### src/rtl/addru_pkg.sv
// Shared sizing helpers for the segmented pipelined adder.
package addru_pkg;

   // Sanity limit on the width of one segment adder.
   localparam int unsigned MAX_SEG = 64;

   // Number of pipeline stages: ceil(width / seg).
   function automatic int unsigned stages_f(input int unsigned width, input int unsigned seg);
      return (width + seg - 1) / seg;
   endfunction

   // Width of segment k; only the last segment may be narrower than seg.
   function automatic int unsigned seg_w_f(input int unsigned width, input int unsigned seg,
                                           input int unsigned k);
      if (k + 1 < stages_f(width, seg)) begin
         return seg;
      end
      return width - seg * (stages_f(width, seg) - 1);
   endfunction

endpackage

### src/rtl/addru_seg.sv
// Combinational SEG-bit ripple-carry adder used for one pipeline segment.
module addru_seg #(
   parameter int unsigned SEG = 4
) (
   input  logic [SEG-1:0] x,
   input  logic [SEG-1:0] y,
   input  logic           ci,
   output logic [SEG-1:0] s,
   output logic           co
);

   logic [SEG:0] c;

   // Bit-serial ripple: each carry feeds the next bit position.
   always_comb begin
      c    = '0;
      s    = '0;
      c[0] = ci;
      for (int unsigned i = 0; i < SEG; i++) begin
         s[i]   = x[i] ^ y[i] ^ c[i];
         c[i+1] = (x[i] & y[i]) | (c[i] & (x[i] ^ y[i]));
      end
   end

   assign co = c[SEG];

endmodule

### src/rtl/addru_pipe_seg.sv
// Pipelined unsigned adder: WIDTH-bit operands, carry chain cut into SEG-bit
// segments with one register stage per segment and valid/ready on both sides.
// Optional macro ADDR_DMR_EN duplicates every segment adder and raises a sticky
// err flag when the duplicate disagrees with the primary on a stage load.
module addru_pipe_seg
   import addru_pkg::*;
#(
   parameter int unsigned WIDTH = 8,
   parameter int unsigned SEG   = 4
) (
   input  logic             clk,
   input  logic             rst,
   input  logic             in_valid,
   output logic             in_ready,
   input  logic [WIDTH-1:0] a,
   input  logic [WIDTH-1:0] b,
   output logic             out_valid,
   input  logic             out_ready,
   output logic [WIDTH:0]   sum,
   output logic             err
);

   localparam int unsigned STAGES = stages_f(WIDTH, SEG);

   if (WIDTH < 1 || SEG < 1 || SEG > WIDTH || SEG > MAX_SEG) begin : g_bad_cfg
      $error("addru_pipe_seg: unsupported WIDTH/SEG combination");
   end

   // Per-stage state: valid, carry out of the segment, partial sum (low bits),
   // and the still-unprocessed operand bits shifted down to bit 0.
   logic [STAGES-1:0] v_q;
   logic [STAGES-1:0] c_q;
   logic [WIDTH-1:0]  a_q [STAGES];
   logic [WIDTH-1:0]  b_q [STAGES];
   logic [WIDTH-1:0]  p_q [STAGES];

   // Values each stage would capture on its next advance.
   logic [STAGES-1:0] v_in;
   logic [STAGES-1:0] c_nx;
   logic [WIDTH-1:0]  a_nx [STAGES];
   logic [WIDTH-1:0]  b_nx [STAGES];
   logic [WIDTH-1:0]  p_nx [STAGES];

   // adv[k]: stage k may load this cycle; adv[STAGES] is the consumer.
   logic [STAGES:0]   adv;

`ifdef ADDR_DMR_EN
   logic [STAGES-1:0] mis;
`endif

   // Ready ripples backwards: a stage moves if it is empty or the next one moves.
   always_comb begin
      adv         = '0;
      adv[STAGES] = out_ready;
      for (int k = int'(STAGES) - 1; k >= 0; k--) begin
         adv[k] = !v_q[k] || adv[k+1];
      end
   end

   for (genvar k = 0; k < STAGES; k++) begin : g_stage
      localparam int unsigned LO = SEG * k;
      localparam int unsigned LW = seg_w_f(WIDTH, SEG, k);

      logic             c_in;
      logic [WIDTH-1:0] a_in;
      logic [WIDTH-1:0] b_in;
      logic [WIDTH-1:0] p_in;
      logic [LW-1:0]    seg_s;
      logic             seg_co;

      if (k == 0) begin : g_head
         assign v_in[k] = in_valid;
         assign c_in    = 1'b0;
         assign a_in    = a;
         assign b_in    = b;
         assign p_in    = '0;
      end else begin : g_tail
         assign v_in[k] = v_q[k-1];
         assign c_in    = c_q[k-1];
         assign a_in    = a_q[k-1];
         assign b_in    = b_q[k-1];
         assign p_in    = p_q[k-1];
      end

      addru_seg #(
         .SEG (LW)
      ) u_prim (
         .x  (a_in[LW-1:0]),
         .y  (b_in[LW-1:0]),
         .ci (c_in),
         .s  (seg_s),
         .co (seg_co)
      );

      assign c_nx[k] = seg_co;
      assign a_nx[k] = a_in >> LW;
      assign b_nx[k] = b_in >> LW;
      assign p_nx[k] = p_in | (WIDTH'(seg_s) << LO);

`ifdef ADDR_DMR_EN
      logic [LW-1:0] dup_s;
      logic          dup_co;

      // Shadow copy; attributes stop synthesis from merging it with u_prim.
      (* dont_touch = "true", keep = "true" *)
      addru_seg #(
         .SEG (LW)
      ) u_dup (
         .x  (a_in[LW-1:0]),
         .y  (b_in[LW-1:0]),
         .ci (c_in),
         .s  (dup_s),
         .co (dup_co)
      );

      assign mis[k] = v_in[k] && ({dup_co, dup_s} != {seg_co, seg_s});
`endif
   end

   // Stage registers: valid follows every advance, data only loads with valid input.
   always_ff @(posedge clk or posedge rst) begin
      if (rst) begin
         v_q <= '0;
         c_q <= '0;
         for (int unsigned k = 0; k < STAGES; k++) begin
            a_q[k] <= '0;
            b_q[k] <= '0;
            p_q[k] <= '0;
         end
      end else begin
         for (int unsigned k = 0; k < STAGES; k++) begin
            if (adv[k]) begin
               v_q[k] <= v_in[k];
               if (v_in[k]) begin
                  c_q[k] <= c_nx[k];
                  a_q[k] <= a_nx[k];
                  b_q[k] <= b_nx[k];
                  p_q[k] <= p_nx[k];
               end
            end
         end
      end
   end

`ifdef ADDR_DMR_EN
   logic err_q;

   // Sticky fault flag: set when any stage loads a result its duplicate disputes.
   always_ff @(posedge clk or posedge rst) begin
      if (rst) begin
         err_q <= 1'b0;
      end else if (|(mis & adv[STAGES-1:0])) begin
         err_q <= 1'b1;
      end
   end

   assign err = err_q;
`else
   assign err = 1'b0;
`endif

   assign in_ready  = adv[0];
   assign out_valid = v_q[STAGES-1];
   assign sum       = {c_q[STAGES-1], p_q[STAGES-1]};

endmodule

### config.mk
export PLATFORM = sky130hd
export DESIGN_NAME = addru_pipe_seg
export DESIGN_NICKNAME = d
export VERILOG_FILES = /design/src/rtl/addru_pkg.sv /design/src/rtl/addru_seg.sv /design/src/rtl/addru_pipe_seg.sv
export SDC_FILE = /design/constraint.sdc
export NUM_CORES = 1
export LEC_CHECK = 0
export BUFFER_PORTS_ARGS = -buffer_cell sky130_fd_sc_hd__buf_4
export CORE_ASPECT_RATIO = 0.7
export CORE_MARGIN = 2
export CORE_UTILIZATION = 55
export DETAILED_ROUTE_END_ITERATION = 10
export GPL_TIMING_DRIVEN = 0
export HOLD_SLACK_MARGIN = 0.1
export PLACE_DENSITY = 0.86
export SYNTH_ARGS = -nofsm -noshare
export SYNTH_HDL_FRONTEND = slang
export SYNTH_SLANG_ARGS = --single-unit
### constraint.sdc
create_clock -name clk -period 5.45 [get_ports clk]
set_input_delay 1.635 -clock clk [delete_from_list [all_inputs] [get_ports clk]]
set_output_delay 1.635 -clock clk [all_outputs]
set_load 0.01 [all_outputs]
After elaboration in Yosys (flattened, before gate mapping) --
Index checks and enable logic that the tools add are counted.
Storage, ports and cells: output and inout bits 12, bits in registers 24, logic and storage cells 52, input port bits 20
Cells by class: bitwise operators 38, reduce and logical (&&, ||, !) cells 6
Operators with widths (count):
- $and A1 B1 Y1 | 15
- $xor A1 B1 Y1 | 15
- $or A4 B8 Y8 | 1
- $or A1 B1 Y1 | 7
- $reduce_and A2 Y1 | 2
- $logic_not A1 Y1 | 2
- $logic_or A1 B1 Y1 | 2

Depth between registers and ports, before layout --
word-level depth 9, gate-level depth with buffers 8, mapped depth without buffers 8

Cells and area by module --
A second synthesis with hierarchy kept.
Unflattened totals: cell total of the unflattened synthesis 85, area total of the unflattened synthesis 1221.2 um^2
By module, submodules not included:
- addru_pipe_seg | instances 1, sequential area each 600.6 um^2, cells each 57, area an instance 985.9 um^2
- addru_seg | instances 2, sequential area each 0.0 um^2, cells each 14, area an instance 117.6 um^2

Least setup slack after synthesis --
No wires, ideal clock.
path kind input-to-output, start point input port out_ready, end point output port in_ready, stages on the path 1, arrival 1.848 ns, setup slack 1.967 ns, data required time 3.815 ns, cells stage by stage nand3b_4
Between the ends: cells in the longest elaborated chain, start to end 2
Ends and longest elaborated chain:
- start, declared | RTL line addru_pipe_seg.sv:18 | input logic out_ready,
- $logic_or A1 B1 Y1 (2 in series) | RTL line addru_pipe_seg.sv:56 | adv[k] = !v_q[k] || adv[k+1];
- end, declared | RTL line addru_pipe_seg.sv:14 | output logic in_ready,
No other way between the ends.

Worst setup path after layout --
Ends and elaborated chain as after synthesis.

==> impl_summary.log <==
[metrics] Max Clock Freq: 262.2 MHz
[metrics] type of element capturing the critical path: output pin
[metrics] vias per inst: ~4.9
[metrics] pin count of the biggest net entering global routing: 25
[metrics] async set-reset flop share out of synthesis: 100.0%
[metrics] input/output buffers: 29
[metrics] via count of the first global-routing pass: ~700
[metrics] average footprint of a synthesized cell: roughly 14 um2
[metrics] top cells by area in the synthesized netlist: dfrtp_1, mux2_4, fa_1
[metrics] total of max-cap violations: 0
[metrics] footprint of the flip-flops and latches: between 600 and 700 um2
[metrics] Total Neg Setup Slack: 0 ns
[metrics] CORE AREA: ~0.0021 mm2
[metrics] part of the power in the clock network: between 10% and 20%
[metrics] Filler Cells Inserted: approximately 150
[metrics] number of flops mapped to enable cells by yosys: 0
[metrics] number of setup buffers added after CTS: 0
[metrics] number of hold-slack violations in the final timing report: 0
[metrics] leakage power figure: about 0.76 nW
[metrics] CTS tree: done
[metrics] top cell types by occurrence after synthesis: dfrtp_1, inv_1, mux2_4, fa_1, mux2_2
[metrics] CP Launch Type: input pin
[metrics] cell-internal power: ~0.36 mW
[metrics] largest fanout on the critical path: 9
[metrics] Antenna Violating Nets Remaining: 0
[metrics] cell area after placement: around 0.0014 mm2
[metrics] die width: roughly 60 um
[metrics] Resized cells post-CTS: 0
[metrics] Mapped Nets: 113
[metrics] Period Utilization, post-route: a little over two thirds
[metrics] most common cell type on the critical path: buf_4
[metrics] number of different library cells in the post-synthesis netlist: 18
[metrics] PwrDens: between 300 and 400 mW/mm2
[metrics] RSZ-0062 raised after global routing: false
[metrics] register bit count reported by yosys: 24
[metrics] DRC violations left: 0
[metrics] clock slew seen by the registers of the worst setup and hold paths: between 0.1 and 0.15 ns
[metrics] number of DRC violations after detailed-routing iteration 0: 52
[metrics] Synth Instances: 85
[metrics] data required time of the critical path: around 3.8 ns
[metrics] half-perimeter wire length after placement: 1.444 mm
[metrics] combinational cell fraction of total power: 32.9%
[metrics] Pre-Repair DR Iteration Count: 4
[metrics] Total GRT Usage: about 17%
[metrics] aggregate routed wire length: between 1.5 and 2 mm
[metrics] final instance area: 0.001480 mm2
[metrics] ordered list of cells on the worst path: buf_4, nand3b_4, buf_4
[metrics] sink count of the clock tree: 24
[metrics] Final Critical Period: 3.814 ns
[metrics] top-area cell type share of the netlist area: around half
[metrics] max-slew violation count: 0
[metrics] final setup violation count: 0
[metrics] GRT Residual Overflow: 0
[metrics] netlist area before placement: approximately 0.0012 mm2
[metrics] total vias in the final route: about 690
[metrics] Slew headroom: a little over two fifths
[metrics] slew at the pin closest to its max-slew limit: between 0.8 and 0.9 ns
[metrics] Yosys warning count: 0
[metrics] root cell of the clock tree: clkbuf_4
[metrics] Initial Util: 56.90%
[metrics] portion of total power attributed to sequential cells: slightly below 50%
[metrics] Die Footprint: about 0.0026 mm2
[metrics] ports placed on the boundary: 32
[metrics] critical path start-end classification: input pin to output pin
[metrics] TritonCTS Buffers: 3
[metrics] global placer's final weighted congestion: 0.7225
[metrics] result of the run: finished clean
[metrics] Clock Path Buffers: 2
[metrics] wire length of the first global-routing pass: about 3.1 mm
[metrics] sequential element share of the synthesized area: between 50% and 60%
[metrics] Arrival @ worst endpoint: between 2 and 2.5 ns
[metrics] quantity of hold-fixing buffers added after cts: 0
[metrics] worst min-delay path category: flip-flop to flip-flop
[metrics] largest area contributor in the synthesized netlist: dfrtp_1
[metrics] count leader, synth: dfrtp_1
[metrics] library cell contributing the largest single delay on the critical path: nand3b_4
[metrics] switching pwr: between 0.1 and 0.15 mW
[metrics] slowest stage delay, CP: ~0.23 ns
[metrics] Worst Clk Skew: 0.006579 ns
[metrics] IR drop worst, VDD: ~0.21 mV
[metrics] initial antenna violation count: 0
[metrics] Post-layout nets: 147
[metrics] share of post-route cells with drive strength above 1: a little under half
[metrics] Top FF cell, synth: dfrtp_1
[metrics] Die Ht: between 40 and 50 um
[metrics] Core Rows: 14
[metrics] clk_lat worst skew: between 0.3 and 0.4 ns
[metrics] antenna cells: 0
[metrics] switching fraction of total power: 28.65%
[metrics] routed wirelength normalized by instance count: about 13 um
[metrics] area of the multi-input gates: a little over 500 um2
[metrics] growth of design area from synthesis to finish: 23.74%
[metrics] number of levels the H-tree was split into: 1
## cell families after synthesis
kind of cell    synth area share [%]
mux                            19.04
flops                          50.21
fa+ha+maj                      12.76
other cells                   0.3135
simple gates                   5.754
compound gates                 4.707
buf+inv                        7.217
## metrics by stage
| stage | std cells | setup WS [ns] | utilization [%] | power (mW) | hold slack [ns] |
|---|---|---|---|---|---|
| detailed placement | 138 | 1.641 | 68.69 | 0.4213 | 0.4968 |
| global placement | 138 | 1.659 | 68.69 | 0.4128 | 0.4870 |
| CTS | 142 | 1.639 | 70.42 | 0.5114 | 0.5238 |
| finish | 142 | 1.636 | 70.42 | 0.5057 | 0.5217 |
| global route | 142 | 1.611 | 70.42 | 0.5417 | 0.5377 |
| floorplan | 85 | 1.967 | - | 0.3464 | 0.4774 |
## registers in the layout (all words and copies together), names as in the netlist
| signal | flops |
|---|---|
| c_q | 2 |
| g_stage.a_in | 4 |
| g_stage.b_in | 4 |
| g_stage.p_in | 4 |
| sum | 8 |
| v_q | 2 |
## final cells by class
| cell class | count | share of cell area (%) |
|---|---|---|
| flip-flops and latches | 24 | 40.57 |
| well taps | 24 | 2.029 |
| inverters | 16 | 4.057 |
| plain buffers | 3 | 1.775 |
| repair buffers | 29 | 14.71 |
| multi-input cells | 42 | 34.40 |
| clock buffers | 4 | 2.451 |
## power by group through the flow
| stage | clock network, mW | logic (mW) | registers (mW) |
|---|---|---|---|
| after floorplan | 0 | 0.0856 | 0.261 |
| after global placement | 0 | 0.162 | 0.250 |
| after detailed placement | 0 | 0.169 | 0.253 |
| after CTS | 0.0932 | 0.169 | 0.249 |
| after global routing | 0.102 | 0.184 | 0.255 |
| final | 0.0911 | 0.166 | 0.248 |
## placed cells by master (no fill, tap or decap), types with 3 or more instances in the layout
cell type and count:
mux2_2 6, dfrtp_1 24, mux2_4 10, clkbuf_4 3, buf_4 31, a21oi_1 5
inv_1 16, a31oi_1 5, fa_1 7
## layer usage
layer / part of all wire (%) / wire (um) / vias up / track usage (%)
met5: 0 / 0 / - / 0
met4: 0.61 / 11 / 0 / 5.333
met3: 6.1 / 111 / 2 / 6.402
met2: 48 / 863 / 23 / 28.91
met1: 45 / 820 / 328 / 20.45
li1: - / - / 339 / -
## worst max-delay path: cells and delay by family
| kind | cells | cell delay, ns |
|---|---|---|
| buffers and inverters | 2 | 0.31 |
| AND/OR/NAND/NOR | 1 | 0.23 |
## final timing paths
check                      depth (start not counted)  slack [ns]                        endpoint                      startpoint
max                                                3        1.64                        in_ready                       out_ready
min                                                1        0.52              sum[6]$_DFFE_PP0P_              sum[6]$_DFFE_PP0P_
max reg2reg                                        8        3.24              sum[7]$_DFFE_PP0P_  g_stage[1].a_in[0]$_DFFE_PP0P_
min reg2reg                                        1        0.52              sum[6]$_DFFE_PP0P_              sum[6]$_DFFE_PP0P_
max in group asynchronous                          2        3.44  g_stage[1].a_in[0]$_DFFE_PP0P_                             rst
min in group asynchronous                          2        1.48  g_stage[1].p_in[1]$_DFFE_PP0P_                             rst
(Power assumes the default switching activity.)
